===== src/rtl/lcd_text_buffer_if.sv =====
// lcd_text_buffer_if: byte-write handshake, cell read port and status for the LCD text buffer.
interface lcd_text_buffer_if #(
    parameter int LINE_LEN = 16
);
    localparam int AW = $clog2(2 * LINE_LEN);
    logic          wr_valid;
    logic [7:0]    wr_data;
    logic          wr_ready;
    logic [AW-1:0] rd_addr;
    logic [7:0]    rd_data;
    logic [AW-1:0] cursor;
    logic          busy;
    logic          dirty;
    logic          dirty_clr;
    modport master (
        output wr_valid, wr_data, rd_addr, dirty_clr,
        input  wr_ready, rd_data, cursor, busy, dirty
    );
    modport slave (
        input  wr_valid, wr_data, rd_addr, dirty_clr,
        output wr_ready, rd_data, cursor, busy, dirty
    );
endinterface


===== src/rtl/lcd_text_buffer.sv =====
// lcd_text_buffer: two-line character buffer fed by ASCII/control bytes, read combinationally by an LCD driver.
module lcd_text_buffer #(
    parameter logic [7:0] FILL_CHAR = 8'h20,
    parameter int         LINE_LEN  = 16
) (
    input logic              clk,
    input logic              rst,
    lcd_text_buffer_if.slave bus
);
    localparam int CELLS = 2 * LINE_LEN;
    localparam int AW = $clog2(CELLS);
    localparam logic [AW-1:0] LAST = AW'(CELLS - 1);
    localparam logic [AW-1:0] LINE2 = AW'(LINE_LEN);
    typedef enum logic {IDLE, CLEAR} state_t;
    state_t        state, state_nxt;
    logic [7:0]    mem [CELLS];
    logic [AW-1:0] cursor, cursor_nxt, sweep, sweep_nxt, wr_idx;
    logic [7:0]    wr_val;
    logic          wr_en, set_dirty, dirty, armed, fire, printable;
    assign fire = bus.wr_valid && bus.wr_ready;
    assign printable = bus.wr_data >= 8'h20 && bus.wr_data <= 8'h7E;
    always_ff @(posedge clk or posedge rst) begin
        if (rst) state <= IDLE;
        else state <= state_nxt;
    end
    always_comb begin
        state_nxt  = state;
        cursor_nxt = cursor;
        sweep_nxt  = sweep;
        wr_en      = 1'b0;
        wr_idx     = cursor;
        wr_val     = bus.wr_data;
        set_dirty  = 1'b0;
        if (state == CLEAR) begin
            wr_en     = 1'b1;
            wr_idx    = sweep;
            wr_val    = FILL_CHAR;
            sweep_nxt = sweep + 1'b1;
            if (sweep == LAST) begin
                cursor_nxt = '0;
                set_dirty  = 1'b1;
                state_nxt  = IDLE;
            end
        end else if (fire) begin
            if (printable) begin
                wr_en      = 1'b1;
                set_dirty  = 1'b1;
                cursor_nxt = cursor == LAST ? '0 : cursor + 1'b1;
            end else if (bus.wr_data == 8'h0A) begin
                cursor_nxt = cursor < LINE2 ? LINE2 : '0;
            end else if (bus.wr_data == 8'h08) begin
                // the blank lands on the cell the cursor moves back onto
                cursor_nxt = cursor == '0 ? '0 : cursor - 1'b1;
                wr_en      = 1'b1;
                wr_idx     = cursor_nxt;
                wr_val     = FILL_CHAR;
                set_dirty  = 1'b1;
            end else if (bus.wr_data == 8'h0C) begin
                state_nxt = CLEAR;
                sweep_nxt = '0;
            end
        end
    end
    always_ff @(posedge clk or posedge rst) begin
        if (rst) begin
            for (int i = 0; i < CELLS; i++) mem[i] <= FILL_CHAR;
            cursor <= '0;
            sweep  <= '0;
            dirty  <= 1'b0;
            armed  <= 1'b0;
        end else begin
            armed  <= 1'b1;
            cursor <= cursor_nxt;
            sweep  <= sweep_nxt;
            if (wr_en) mem[wr_idx] <= wr_val;
            dirty  <= set_dirty | (dirty & ~bus.dirty_clr);
        end
    end
    assign bus.wr_ready = armed && state == IDLE;
    assign bus.rd_data  = mem[bus.rd_addr];
    assign bus.cursor   = cursor;
    assign bus.busy     = state == CLEAR;
    assign bus.dirty    = dirty;
endmodule


===== src/flat_wrapper.sv =====
// flat-port wrapper written by rule: the top's interface ports become plain ports
module lcd_text_buffer_flat 
#(
    parameter logic [7:0] FILL_CHAR = 8'h20,
    parameter int         LINE_LEN  = 16
)
  (clk, rst, bus_wr_valid, bus_wr_data, bus_rd_addr, bus_dirty_clr, bus_wr_ready, bus_rd_data, bus_cursor, bus_busy, bus_dirty);
  lcd_text_buffer_if #(.LINE_LEN(LINE_LEN)) bus_i ();
  input logic clk;
  input logic rst;
  input wire logic [$bits(bus_i.wr_valid)-1:0] bus_wr_valid;
  input wire logic [$bits(bus_i.wr_data)-1:0] bus_wr_data;
  input wire logic [$bits(bus_i.rd_addr)-1:0] bus_rd_addr;
  input wire logic [$bits(bus_i.dirty_clr)-1:0] bus_dirty_clr;
  output wire logic [$bits(bus_i.wr_ready)-1:0] bus_wr_ready;
  output wire logic [$bits(bus_i.rd_data)-1:0] bus_rd_data;
  output wire logic [$bits(bus_i.cursor)-1:0] bus_cursor;
  output wire logic [$bits(bus_i.busy)-1:0] bus_busy;
  output wire logic [$bits(bus_i.dirty)-1:0] bus_dirty;
  assign bus_i.wr_valid = bus_wr_valid;
  assign bus_i.wr_data = bus_wr_data;
  assign bus_i.rd_addr = bus_rd_addr;
  assign bus_i.dirty_clr = bus_dirty_clr;
  assign bus_wr_ready = bus_i.wr_ready;
  assign bus_rd_data = bus_i.rd_data;
  assign bus_cursor = bus_i.cursor;
  assign bus_busy = bus_i.busy;
  assign bus_dirty = bus_i.dirty;
  lcd_text_buffer #(.FILL_CHAR(FILL_CHAR), .LINE_LEN(LINE_LEN)) u_core (.clk(clk), .rst(rst), .bus(bus_i));
endmodule

===== config.mk =====
export PLATFORM = sky130hd
export DESIGN_NAME = lcd_text_buffer_flat
export DESIGN_NICKNAME = d
export VERILOG_FILES = /design/src/rtl/lcd_text_buffer_if.sv /design/src/rtl/lcd_text_buffer.sv /design/src/flat_wrapper.sv
export SDC_FILE = /design/constraint.sdc
export NUM_CORES = 1
export LEC_CHECK = 0
export CAP_MARGIN = 5
export CORE_AREA = 2 2 140 176
export CTS_BUF_LIST = sky130_fd_sc_hd__clkbuf_8
export CTS_CLUSTER_SIZE = 16
export DETAILED_ROUTE_END_ITERATION = 16
export DIE_AREA = 0 0 142 178
export GPL_TIMING_DRIVEN = 0
export HOLD_SLACK_MARGIN = 0.12
export PLACE_DENSITY = 0.79
export SLEW_MARGIN = 20
export SYNTH_ARGS = -nofsm -noshare
export SYNTH_HDL_FRONTEND = slang
export SYNTH_SLANG_ARGS = --single-unit

===== constraint.sdc =====
create_clock -name clk -period 8.75 [get_ports clk]
set_input_delay 1.3125 -clock clk [delete_from_list [all_inputs] [get_ports clk]]
set_output_delay 1.3125 -clock clk [all_outputs]
set_load 0.01 [all_outputs]

# Word-level counts from Yosys, hierarchy flattened
# Cells that the tools add are included.
# Widths: inputs -> output; s select.
dict set report word_totals {
  ff_bits 269
  inputBits 17
  output_inout_bits 16
  wordCells 114
}
dict set report classes {
  add_sub_neg 3
  order_cmp 6
  eq_ne 9
  muxes 44
  bitwise_logic 6
  n_reduce_logical 9
}
# cell count
set op_table {}
lappend op_table {{$bwmux 256} 1}
lappend op_table {{$mux 5} 19}
lappend op_table {{$mux 8} 8}
lappend op_table {{$bmux 8 s5} 1}
lappend op_table {{$demux 8 s5} 1}
lappend op_table {{$eq 8x4->1 const B} 3}
lappend op_table {{$mux 1} 14}
lappend op_table {{$ge 6x6->1 const B} 2}
lappend op_table {{$not 5->6} 2}
lappend op_table {{$add 5x1->5 const B} 2}
lappend op_table {{$eq 5x5->1 const B} 2}
lappend op_table {{$ge 8x6->1 const B} 1}
lappend op_table {{$le 8x7->1 const B} 1}
lappend op_table {{$lt 6x1->1 const B} 1}
lappend op_table {{$ne 2x1->1 const B} 3}
lappend op_table {{$logic_not 5->1} 1}
lappend op_table {{$lt 5x5->1 const B} 1}
lappend op_table {{$reduce_and 5->1} 1}
lappend op_table {{$sub 5x1->5 const B} 1}
lappend op_table {{$logic_and 1x1->1} 4}
lappend op_table {{$reduce_bool 2->1} 2}
lappend op_table {{$ne 2x2->1 const B} 1}
lappend op_table {{$not 1->1} 2}
lappend op_table {{$reduce_and 2->1} 1}
lappend op_table {{other kinds (2)} 2}

# Depth between registers and ports, before layout
dict set report logic_depth {
  depth_word 13
  ltp_mapped 10
  depth_no_buf 8
}

# Least setup slack after synthesis
# No wires, ideal clock.
dict set report synth_path {
  path_kind {in2out}
  startpoint {in bus_rd_addr[0]}
  endpoint {out bus_rd_data[0]}
  t_arrival_ps 3535
  required_time_ps 7438
  setup_slack_ps 3903
  stages 5
  path_buffers 2
  cell_sequence {clkbuf_1 buf_1 mux4_2 mux4_2 mux2_2}
}
dict set report synth_between {
  elab_chain_len 4
}
# element line
set synth_lines {}
lappend synth_lines {{from (decl)} flat_wrapper.sv:13} ;# input wire logic [$bits(bus_i.rd_addr)-1:0] bus_rd_addr;
lappend synth_lines {{$not 5->6 (not written as such)} lcd_text_buffer.sv:80} ;# assign bus.rd_data = mem[bus.rd_addr];
lappend synth_lines {{$bmux 8 s5} lcd_text_buffer.sv:80}
lappend synth_lines {{$mux 8 (not written as such) (2 in series)} lcd_text_buffer.sv:80}
lappend synth_lines {{to (decl)} flat_wrapper.sv:16} ;# output wire logic [$bits(bus_i.rd_data)-1:0] bus_rd_data;
# Every way passes these cells. The select of a mux whose other input is x is not followed.

# Worst setup path in the final report
dict set report layout_path {
  startpoint {in bus_rd_addr[1]}
  endpoint {out bus_rd_data[7]}
}
# The elaborated chain is that of the path after synthesis.

==> key figures <==
Logic synthesis
  – Synth area leader: dfrtp_1
  – Synth Flop Type: dfrtp_1
  – Post-Syn Area: between 10000 and 15000 sq um
  – Synth top area cells: dfrtp_1, mux2_2, mux4_2
  – Synth async-reset ratio: between 90% and 100%
  – Syn. warnings: 0
  – #FFs+latches synth: 269
  – Synth Net Count: roughly 860
  – Netlist cell types: 68
  – Syn_area_per_cell: approximately 16 sq um
  – Number of flops mapped to enable cells by yosys: 0
  – Mapped Cells: between 800 and 900
  – Synth top area share: between 40% and 50%
  – Sequential share of the synthesized area: between 50% and 60%

Critical path
  – Buf/Inv on CP: 4
  – Reg2Reg Capture Point: u_core.mem[11]
  – Reg-to-reg startpoint: u_core.bus.cursor[0]
  – Critical Path RT: approximately 7.4 ns
  – CP dominant cell by count: clkbuf_1
  – Crit. End Element: output pin
  – Critical path's top delay family: buffers and inverters
  – Flop2flop setup slack: approximately 5.0 ns
  – Crit path max-delay cell type: clkbuf_1
  – Critical path type: input pin to output pin
  – CP peak stage delay: 0.72 ns
  – Critical path peak fanout: 10
  – Arrival time worst endpoint: ~5 ns
  – Worst-path cell chain: clkbuf_1 -> clkbuf_1 -> clkbuf_1 -> mux4_2 -> mux4_2 -> mux2_2 -> clkdlybuf4s50_1
  – Worst Reg-to-Reg Cells: 9
  – Startpoint Class: input pin

Finish
  – Nets: roughly 940
  – Most frequent cells in the layout: dfrtp_1, mux2_2, mux4_2
  – Antenna diodes: 0
  – Post-Layout Inst Area: 14800 sq um
  – Layout area overhead: 11.9%
  – Commonest non-fill, non-tap cell in the layout: dfrtp_1
  – Share of layout cells above drive strength 1: 48.3%

Route
  – Drt first pass iters: 5
  – DR iter-0 viols: 458
  – Final WL: approximately 32000 um
  – Vias/cell: approximately 6.3
  – Antenna-violating nets left: 0
  – DRC Markers: 0
  – WL per Instance: between 20 and 30 um
  – Via count: between 7000 and 8000

Timing
  – Count of final setup violators: 0
  – Least-Margin Pin Slew: approximately 1.1 ns
  – Final Critical Period: ~6.3 ns
  – Max-slew headroom: between 20 and 30%
  – Fmax achieved: around 160 MHz
  – RSZ-0062 raised after global routing: false
  – Final Max Tran Viols: 0
  – Setup Skew: 0.0166 ns
  – Hold_ws: 0.479 ns
  – Period utilisation layout: between 70% and 80%
  – Final Hold Vio Count: 0

Placed design
  – IO buf count: 27
  – Post-DP HPWL: 21800 um
  – Gpl congestion: about 0.91
  – Post-DP Area: ~14000 sq um

Worst hold path
  – Endpoint, Worst Hold: u_core.mem[87]
  – Hold Path Cell Cnt: 1
  – Min-delay src: u_core.mem[87]
  – Hold Path Class: register to register

Clock tree
  – CTS tree: done
  – Clk sinks: between 200 and 300
  – H-tree levels: 2
  – Clk slew on worst S/H paths: ~0.060 ns
  – Worst-Skew Late Latency: 0.55 ns
  – CTS buffer count: 44
  – Clock root cell: clkbuf_8
  – CTS Hold Bufs: 0
  – Maximum clock path buffer count: 3
  – Post-CTS setup buffer count: 0
  – Cts repair resizes: 0

Status
  – Status: finished, final reports clean

Global routing
  – Largest net degree at the start of global routing: 106
  – Grt ovf: 0
  – Initial antenna violation count: 0
  – First-pass GRT wire length: 49900 um
  – Vias in the first global route: about 8300
  – Total track usage: a little over a quarter

Job
  – Max-cap violations: 0

Floorplanning
  – Std-Cell Rows: 63
  – Core area: 23600 sq um
  – Chip width: around 140 um
  – Die Ht: approximately 180 um
  – Die Area: ~25000 sq um
  – Starting Density: between 50% and 60%
  – IO Pins: 33

Pwr
  – Peak VDD IR: 0.000123 V
  – Leak pwr: 0.00686 uW
  – Power Density: slightly below 200 nW/um^2
[power breakdown]
part	internal, uW	leakage (uW)	total [uW]	switching [uW]
logic	207	0.00275	446	239
clock network	575	0.000518	1070	492
registers	1350	0.00360	1410	60.2
total	2130	0.00686	2930	791
[metrics by stage]
step	TNS, ns	total power (uW)	utilization (%)	cells	worst slack (ns)
final	0	2930	62.7	1241	2.42
after global routing	0	3050	62.7	1241	2.33
after CTS	0	2940	62.7	1241	2.43
after detailed placement	0	1880	59.0	1161	2.44
after global placement	-738.21	1860	58.7	1159	-3.13
after floorplan	0	1740	-	840	0.0801
[logic make-up (layout without fill, tap and decap cells)]
family                     after synthesis  in the layout  synth area share (%)
other                                    1              1                0.0284
muxes                                  315            315                  34.1
buffers and inverters                   66            175                  2.42
and+or+nand+nor                        131            131                  8.67
DFF                                    269            269                  51.3
AOI/OAI and AO/OA                       52             52                  2.98
adders and majority gates                5              5                 0.474
xor gates and xnor gates                 1              1                0.0664
[area by class of cell]
cell class | instances | area (sq um)
Multi-Input combinational cell | 505 | 6110
Buffer | 60 | 300
Fill cell | 1720 | 8790
Sequential cell | 269 | 6770
Timing Repair Buffer | 29 | 325
Tap cell | 292 | 365
Clock inverter | 24 | 101
Inverter | 6 | 30.0
Clock buffer | 56 | 771
[synthesized netlist by cell type (all sizes together), types with 2 or more instances]
master and count:
nor2 10, dfstp 32, a211o 2, or4b 2, nand4b 3, a21o 2, o21ai 9, o211ai 3
and3 3, nor3b 2, or4 2, nor4 16, nor2b 25, and4 2, a21oi 13, o31ai 2
nand3 4, mux2 233, ha 5, nand4 13, mux4 80, buf 29, a221oi 3, nor4b 9
mux2i 2, a211oi 2, dfrtp 237, clkbuf 31, nor3 9, a22o 5, a31oi 3, inv 6
and2 18, nand2 8
[worst max path at each step]
| stage | start | to | slack (ns) | cells after the start |
|---|---|---|---|---|
| 2_1_floorplan | rst | u_core.armed | 0.08 | 1 |
| 3_5_place_dp | bus_rd_addr[1] | bus_rd_data[7] | 2.44 | 7 |
| 6_report | bus_rd_addr[1] | bus_rd_data[7] | 2.42 | 7 |
| 4_1_cts | bus_rd_addr[1] | bus_rd_data[7] | 2.43 | 7 |
| 3_3_place_gp | rst | u_core.mem[202] | -3.13 | 2 |
| 5_1_grt | bus_rd_addr[1] | bus_rd_data[7] | 2.33 | 7 |
[registers in the layout, indices dropped and copies added (netlist names)]
signal / flops
u_core.bus.busy: 1
u_core.sweep: 5
u_core.armed: 1
u_core.mem: 256
u_core.bus.cursor: 5
u_core.bus.dirty: 1
[routing by layer]
layer	global-route usage [%]	up-vias	routed length, um	part of all wire [%]
li1	-	3370	-	-
met2	44.5	233	16100	50
met1	36.1	4194	13400	42
met5	0	-	0	0
met4	11.6	0	1370	4.3
met3	3.84	66	1310	4.1
[worst register-to-register path: cells and delay by family (launching register included)]
family	cells	cell delay (ns)
AOI/OAI and AO/OA	2	0.69
adders and majority gates	1	0.24
buffers and inverters	2	0.45
DFF	1	0.48
muxes	1	0.42
and+or+nand+nor	3	1.35
No activity file was read; power rests on OpenSTA's default activity.
